## src/rtl/reg_scoreboard.sv

```systemverilog
// reg_scoreboard: issue-side hazard controller for the scalar and vector
// register files. Tracks destinations with writes in flight, blocks issue on
// RAW/WAW hazards or when the in-flight limit is reached, and releases busy
// bits from the shared writeback port.
//
// Ports:
//   clock, reset              clock and asynchronous active-low reset
//   flush                     synchronous clear of all tracking state
//   issueValid                decoded instruction wants to issue
//   src1Read/src2Read         operand reads, src*IsVector selects the file
//   reg1Address/reg2Address   source register addresses
//   writesScalar/writesVector destination file select
//   regDestinationAddress     destination register address
//   wbScalarValid/wbVectorValid, writeAddress  writeback port
//   stall, issueAccept        combinational issue decision
//   scalarBusy, vectorBusy    registered busy bitmaps
//   inflightCount             registered outstanding-write count
//   protocolError             sticky error flag
module reg_scoreboard #(
  parameter int unsigned SCALAR_REGNUM = 16,
  parameter int unsigned VECTOR_REGNUM = 16,
  parameter int unsigned ADDRESS_WIDTH = 4,
  parameter int unsigned MAX_INFLIGHT  = 4
) (
  input  logic                     clock,
  input  logic                     reset,
  input  logic                     flush,
  input  logic                     issueValid,
  input  logic                     src1Read,
  input  logic                     src2Read,
  input  logic                     src1IsVector,
  input  logic                     src2IsVector,
  input  logic [ADDRESS_WIDTH-1:0] reg1Address,
  input  logic [ADDRESS_WIDTH-1:0] reg2Address,
  input  logic                     writesScalar,
  input  logic                     writesVector,
  input  logic [ADDRESS_WIDTH-1:0] regDestinationAddress,
  input  logic                     wbScalarValid,
  input  logic                     wbVectorValid,
  input  logic [ADDRESS_WIDTH-1:0] writeAddress,
  output logic                     stall,
  output logic                     issueAccept,
  output logic [SCALAR_REGNUM-1:0] scalarBusy,
  output logic [VECTOR_REGNUM-1:0] vectorBusy,
  output logic [3:0]               inflightCount,
  output logic                     protocolError
);

  localparam int unsigned CNT_W = 4;

  logic [SCALAR_REGNUM-1:0] scalar_busy_q, scalar_busy_d;
  logic [VECTOR_REGNUM-1:0] vector_busy_q, vector_busy_d;
  logic [CNT_W-1:0]         count_q, count_d;
  logic                     error_q, error_d;

  logic [SCALAR_REGNUM-1:0] wb_scalar_mask, eff_scalar;
  logic [VECTOR_REGNUM-1:0] wb_vector_mask, eff_vector;
  logic [1:0]               wb_cnt;
  logic                     src1_busy, src2_busy;
  logic                     raw_hazard, waw_hazard, cap_hazard, dual_dest;
  logic                     underflow;
  logic [CNT_W-1:0]         count_after_wb;

  // Writeback bypass: a register released this cycle is already readable
  // because the register files write on the falling edge.
  always_comb begin
    wb_scalar_mask = '0;
    wb_vector_mask = '0;
    if (wbScalarValid) wb_scalar_mask[writeAddress] = 1'b1;
    if (wbVectorValid) wb_vector_mask[writeAddress] = 1'b1;
    eff_scalar = scalar_busy_q & ~wb_scalar_mask;
    eff_vector = vector_busy_q & ~wb_vector_mask;
    wb_cnt     = 2'(wbScalarValid) + 2'(wbVectorValid);
  end

  // Hazard decision
  always_comb begin
    src1_busy  = src1IsVector ? eff_vector[reg1Address] : eff_scalar[reg1Address];
    src2_busy  = src2IsVector ? eff_vector[reg2Address] : eff_scalar[reg2Address];
    raw_hazard = (src1Read & src1_busy) | (src2Read & src2_busy);
    waw_hazard = (writesScalar & eff_scalar[regDestinationAddress]) |
                 (writesVector & eff_vector[regDestinationAddress]);
    // count - wb_cnt >= MAX rewritten to avoid unsigned wrap
    cap_hazard = (writesScalar | writesVector) &&
                 ({1'b0, count_q} >= (5'(MAX_INFLIGHT) + 5'(wb_cnt)));
    dual_dest  = writesScalar & writesVector;
    stall      = issueValid & (raw_hazard | waw_hazard | cap_hazard | dual_dest | flush);
    issueAccept = issueValid & ~stall;
  end

  // Next-state: flush, then writeback release, then issue set (set wins)
  always_comb begin
    scalar_busy_d  = scalar_busy_q;
    vector_busy_d  = vector_busy_q;
    count_d        = count_q;
    error_d        = error_q;
    underflow      = 1'b0;
    count_after_wb = count_q;

    if (flush) begin
      scalar_busy_d = '0;
      vector_busy_d = '0;
      count_d       = '0;
    end else begin
      underflow      = (count_q < {2'b00, wb_cnt});
      count_after_wb = underflow ? '0 : (count_q - {2'b00, wb_cnt});
      scalar_busy_d  = eff_scalar;
      vector_busy_d  = eff_vector;
      count_d        = count_after_wb;

      if (issueAccept && writesScalar) begin
        scalar_busy_d[regDestinationAddress] = 1'b1;
        count_d = count_after_wb + CNT_W'(1);
      end else if (issueAccept && writesVector) begin
        vector_busy_d[regDestinationAddress] = 1'b1;
        count_d = count_after_wb + CNT_W'(1);
      end

      if ((wbScalarValid && !scalar_busy_q[writeAddress]) ||
          (wbVectorValid && !vector_busy_q[writeAddress]) ||
          underflow || (issueValid && dual_dest)) begin
        error_d = 1'b1;
      end
    end
  end

  // State registers
  always_ff @(posedge clock or negedge reset) begin
    if (!reset) begin
      scalar_busy_q <= '0;
      vector_busy_q <= '0;
      count_q       <= '0;
      error_q       <= 1'b0;
    end else begin
      scalar_busy_q <= scalar_busy_d;
      vector_busy_q <= vector_busy_d;
      count_q       <= count_d;
      error_q       <= error_d;
    end
  end

  assign scalarBusy    = scalar_busy_q;
  assign vectorBusy    = vector_busy_q;
  assign inflightCount = count_q;
  assign protocolError = error_q;

endmodule

```

## config.mk

```make
export PLATFORM = sky130hd
export DESIGN_NAME = reg_scoreboard
export DESIGN_NICKNAME = d
export VERILOG_FILES = /design/src/rtl/reg_scoreboard.sv
export SDC_FILE = /design/constraint.sdc
export NUM_CORES = 1
export LEC_CHECK = 0
export ABC_AREA = 1
export CAP_MARGIN = 30
export CORE_MARGIN = 5
export CORE_UTILIZATION = 34
export DETAILED_ROUTE_END_ITERATION = 6
export SLEW_MARGIN = 20
export SYNTH_ARGS = -nofsm -noshare
export SYNTH_HDL_FRONTEND = slang
export SYNTH_SLANG_ARGS = --single-unit
```

## constraint.sdc

```tcl
create_clock -name clock -period 3.3 [get_ports clock]
set_input_delay 0.495 -clock clock [delete_from_list [all_inputs] [get_ports clock]]
set_output_delay 0.495 -clock clock [all_outputs]
set_load 0.01 [all_outputs]
```

==> metrics.md, run 1 <==
| Metric | Value |
|---|---|
| Seq pwr share | 31.6% |
| Asr flop ratio synth | 100% |
| Final worst path period need | around 3.1 ns |
| Switching share of power | 33.4% |
| Vias in the first global route | 4,095 |
| WL final | 14,000 µm |
| Yosys Warn Count | 0 |
| CP max FO | 8 |
| Row cnt | 36 |
| Iter 0 DRT Violations | between 500 and 600 |
| Placement Setup Slack | -0.334 ns |
| Num ports | 67 |
| Clock Latency Late Sink | approximately 0.30 ns |
| HP Class | input pin to asynchronous set/reset pin |
| Clock slew at reported path FFs | approximately 0.09 ns |
| Worst reg2reg path depth | 13 |
| # H-tree levels | 2 |
| Final setup viols | 0 |
| Top cells by count, synth | nand3_1, nand2_1, inv_1 |
| Post-synthesis cell area | 3390 µm² |
| Fmax | 323 MHz |
| Core area | about 9700 µm² |
| Max_cap viols | 0 |
| Layout Area Growth over Synthesis | 44.5% |
| First-pass GRT wire length | between 20,000 and 25,000 µm |
| Mean post-synth cell area | 6.34 µm² |
| Initial Utilization | about a third |
| Top_reg_cell synth | dfrtp_1 |
| VDD IR max | 0.000218 V |
| Number of diodes | 0 |
| Leakage power | approximately 2.2 nW |
| GRT Util Overall | a little under a quarter |
| Routability cong. | 0.946 |
| Port bufs | 66 |
| Via count | roughly 4,400 |
| Max Slew Vio Count | 0 |
| Clock sink total | 37 |
| Num CTS Buffers | 5 |
| Clk pwr share | 30.7% |
| FF-to-FF End | scalarBusy[11] |
| Switching power total | 523 µW |
| Global route overflow | 0 |
| Slew @ Worst Pin | 0.806 ns |
| Die area | 12,100 µm² |
| R2R setup slack | 1.03 ns |
| Startpoint Class | input pin |
| Share of cells above drive strength 1 | 16.5% |
| ANT nets after route | 0 |
| CP Data Required Time | 2.80 ns |
| Worst R2R Start | inflightCount[0] |
| Clock Tree Buf Depth | 2 |
| Outcome | finished clean |
| DIE HEIGHT | 110 µm |
| CP Capture Type | output pin |
| Clock Tree Root | clkbuf_8 |
| Hold-fix buffers, CTS | 0 |
| Cells after Synth | approximately 540 |
| Synth area leaders | dfrtp_1, nand3_1, nand2_1 |
| EDFF count, synth | 0 |
| Router iterations before antenna repair | 5 |
| Headroom to the max-slew limit | 46.2% |
| Period utilization | 93.8% |
| Seq cells post-synth | 37 |
| Post-synth top area cell | dfrtp_1 |
| Vias per inst | 5.56 |
| DP HPWL | 11,000 µm |
| Placed cells | 778 |
| Power Density | roughly 320 nW/µm² |
| Dominant cell by count in the synthesized netlist | nand3_1 |
| Final hold violations | 0 |
| Crit path DAT | around 2.6 ns |
| RSZ-0062 raised after global routing | no |
| Syn nets | ~570 |
| DRC violations left | 0 |
| Hold_ws | 0.288 ns |
| Worst Setup Slack, final | ~0.20 ns |
| Top cell type's share of synthesized area | between 20% and 30% |
| Routed len/inst | 17.8 µm |
| Count of cell types in the netlist | 31 |
| Largest net degree at the start of global routing | 38 |
| Power Internal | 1.04 mW |
| Setup crit end | issueAccept |
| Clock skew | ~0.018 ns |
| Finished Layout Cells | 787 |
| Nets@finish | 686 |
| CTS tree | done |
| Initial antenna violation count | 0 |
| Combinational share of power | a little under two fifths |
| Sequential-to-total area share from yosys stat | 27.3% |
| Critical Path Start | writeAddress[1] |
| Critical path type | input pin to output pin |
| Setup TNS | 0 ns |
| Die X | 110 µm |
-- how the worst min path moves through the flow --
stage                       end  slack (ns)          start  cells after the start
6_report          vectorBusy[1]        0.29          reset                      1
5_1_grt           scalarBusy[4]        0.36          reset                      1
4_1_cts           vectorBusy[1]        0.33          reset                      1
3_5_place_dp      protocolError        0.45  protocolError                      1
3_3_place_gp      protocolError        0.45  protocolError                      1
2_1_floorplan  inflightCount[0]        0.20          reset                      0
-- layout make-up --
cell class | instances | area (µm²)
tap | 133 | 166
multi-input combinational | 422 | 2190
inverter | 45 | 169
timing repair buffer | 142 | 1310
clock inverter | 3 | 68.8
fill | 995 | 4830
sequential | 37 | 926
clock buffer | 5 | 68.8
-- critical path: stages --
cell,delay [ns]
dlygate4sd2_1,0.32
inv_1,0.11
nor2_4,0.23
buf_4,0.19
nand3_1,0.15
nand3_1,0.11
nand3_1,0.07
nand3_1,0.07
nand3_1,0.08
nand2_1,0.07
nand2_1,0.06
nand3_2,0.14
nand4_1,0.16
inv_1,0.08
dlygate4sd2_1,0.26
-- kinds of logic (layout without fill, tap and decap cells) --
family / count (synthesis) / count (layout) / synth area share [%]
DFF: 37 / 37 / 27.3
adders and majority gates: 5 / 5 / 2.07
xor gates and xnor gates: 2 / 2 / 0.517
buffers and inverters: 76 / 195 / 9.56
and+or+nand+nor: 354 / 354 / 49.8
AOI/OAI and AO/OA: 61 / 61 / 10.7
-- power by group through the flow --
stage	combinational (mW)	clock [mW]	sequential, mW
global route	0.653	0.505	0.498
global placement	0.550	0	0.503
finish	0.591	0.481	0.495
CTS	0.562	0.483	0.495
floorplan	0.296	0	0.510
detailed placement	0.552	0	0.504
-- layer usage --
layer  part of all wire, %  GRT usage, %  vias to the layer above
met1                    44          32.5                     1994
met5                     0             0                        -
li1                      -             -                     2100
met4                   2.9          8.01                        0
met3                   9.0          3.99                       30
met2                    44          35.8                      254
-- metrics by stage --
step / power (mW) / util [%] / area, µm²
after floorplan: 0.806 / - / 3390
after global placement: 1.05 / 48.3 / 4690
after detailed placement: 1.06 / 48.3 / 4690
after CTS: 1.54 / 49.8 / 4850
after global routing: 1.66 / 50.3 / 4900
final: 1.57 / 50.3 / 4900
-- cell usage in the layout (no fill, tap or decap), types with 6 or more instances in the layout --
master	netlist	layout
nand4_1	37	37
nand3_1	160	157
clkdlybuf4s50_1	0	57
a22oi_1	14	14
nand2_1	115	114
buf_12	0	6
inv_1	40	40
buf_4	2	69
a21oi_1	37	37
nor2_1	29	29
dfrtp_1	37	37
-- registers in the layout (all words and copies together) (netlist names) --
register,count
vectorBusy,16
scalarBusy,16
inflightCount,4
protocolError,1
-- repair_timing --
action,4_1_cts,5_1_grt
buffers inserted,0,1
gates resized for setup,9,11
pin swaps,2,5
endpoints found under the setup margin,2,2
(Power assumes the default switching activity.)
==> run 2, diff against run 1 <==
MAX_ROUTING_LAYER = met4   (was unset)
==> run 2 against run 1 <==
Count of clock-buffer cells in the layout stayed put. Register-to-register slack better by 0.03 ns. Global-route usage grew 2.0 points. Core utilization increased by 2.8 points. Critical path type unchanged. Design area is 5.5% higher. Sequential share of layout area down 0.98 points.
==> metrics.md, run 2 (synthesized netlist as in run 1, its figures left out) <==
| Metric | Value |
|---|---|
| Final Util | 53.1% |
| Routability cong. | 0.948 |
| Routed len/inst | about 18 µm |
| Die area | roughly 12,000 µm² |
| Final setup viols | 0 |
| Via count | 4,517 |
| Slew @ Worst Pin | 0.381 ns |
| Initial antenna violation count | 0 |
| Num CTS Buffers | 5 |
| Share of cells above drive strength 1 | 22.7% |
| RSZ-0062 raised after global routing | no |
| Finished Layout Cells | between 700 and 800 |
| CTS tree | done |
| GRT Util Overall | approximately a quarter |
| Largest net degree at the start of global routing | 38 |
| Die X | 110 µm |
| Nets@finish | 696 |
| Placed cells | 778 |
| Iter 0 DRT Violations | roughly 420 |
| Worst R2R Start | inflightCount[0] |
| Row cnt | 36 |
| Power Density | 278 nW/µm² |
| Core area | a little under 10,000 µm² |
| CP Capture Type | output pin |
| DP HPWL | between 10,000 and 15,000 µm |
| Clock Latency Late Sink | about 0.3 ns |
| Clock Tree Root | clkbuf_8 |
| Layout Area Growth over Synthesis | 52.4% |
| Placed cell area | 4730 µm² |
| DIE HEIGHT | 110 µm |
| Crit path DAT | 2.68 ns |
| Period utilization | 96.1% |
| Critical Path Start | wbScalarValid |
| Fmax | 315 MHz |
| CP Data Required Time | 2.80 ns |
| Most frequent cells in the layout | nand3_1, nand2_1, buf_4 |
| Startpoint Class | input pin |
| Number of diodes | 0 |
| Vias per inst | 5.67 |
| Outcome | finished clean |
| Max Slew Vio Count | 0 |
| VDD IR max | 0.000219 V |
| # H-tree levels | 2 |
| Clock skew | 0.0150 ns |
| Router iterations before antenna repair | 5 |
| First-pass GRT wire length | about 23,000 µm |
| Clock Tree Buf Depth | 2 |
| Hold-fix buffers, CTS | 0 |
| Cell area after layout | 5160 µm² |
| Final worst path period need | 3.17 ns |
| Final hold violations | 0 |
| Initial Utilization | 34.8% |
| DRC violations left | 0 |
| Critical path type | input pin to output pin |
| Clock slew at reported path FFs | around 0.07 ns |
| Headroom to the max-slew limit | 74.6% |
| Clock sink total | 37 |
| Vias in the first global route | 4,258 |
| Most common cell after layout, fill and taps aside | nand3_1 |
| Setup TNS | 0 ns |
| ANT nets after route | 0 |
| WL final | 14,500 µm |
| Global route overflow | 0 |
| Fillers | approximately 990 |
| Num ports | 67 |
| Port bufs | 66 |
| HP Class | input pin to asynchronous set/reset pin |
| Max_cap viols | 0 |
| Leakage power | 2.20 nW |
| CP max FO | 2 |
==> run 2: changes by cell type in the layout (fill, tap and decap cells not counted), sizes merged <==
cell and delta:
bufinv -2, buf +10, dlygate4sd2 -1, clkdlybuf4s15 -1, clkbuf +1, clkdlybuf4s50 +2, clkinvlp +1, inv -1
dlymetal6s2s -1, clkinv +2
==> run 2: layer usage <==
layer | GRT usage, % | share of wire, %
met5 | - | 0
met2 | 38.1 | 45
met1 | 35.1 | 44
met4 | 8.10 | 2.7
met3 | 2.82 | 8.0
==> run 2: worst max-delay path: stages <==
cell and delay [ns]:
clkdlybuf4s50_1 0.55, ha_4 0.23, ha_4 0.16, fa_2 0.39
a311oi_2 0.21, nor3_1 0.07, nand2_1 0.08, nor2_2 0.05
nand4_1 0.10, inv_1 0.05, dlygate4sd2_1 0.28
==> run 2: cell type report <==
class                      instances  area (µm²)  share of cell area, %
clock buffer                       5        68.8                   1.33
clock inverter                     3        17.5                  0.339
inverter                          45         174                   3.37
multi-input combinational        422        2360                   45.7
sequential                        37         926                   17.9
tap                              133         166                   3.22
timing repair buffer             152        1450                   28.1
==> run 2: timing repair <==
action | 4_1_cts | 5_1_grt
gates resized for setup | 10 | 50
buffers inserted | 2 | 8
endpoints found under the setup margin | 2 | 2
pin swaps | 2 | 9
gates cloned | 0 | 0
==> run 2: report_power, final <==
part	switching, mW	internal [mW]
clock	0.174	0.146
sequential	0.0211	0.474
combinational	0.339	0.280
==> run 2: through the flow <==
step | hold slack (ns) | setup slack (ns) | power (mW)
floorplan | 0.199 | 0.672 | 0.806
global placement | 0.448 | -0.301 | 1.06
detailed placement | 0.446 | -0.289 | 1.07
CTS | 0.324 | 0.0119 | 1.40
global route | 0.0262 | 0.00624 | 1.53
finish | 0.0304 | 0.129 | 1.43
==> run 2: worst paths after layout <==
check | to | slack (ns) | depth (start not counted)
min | scalarBusy[2] | 0.03 | 1
max in group asynchronous | scalarBusy[12] | 2.86 | 2
min in group clock | protocolError | 0.47 | 1
min reg2reg | protocolError | 0.47 | 1
max | issueAccept | 0.13 | 11
max reg2reg | vectorBusy[7] | 1.06 | 13
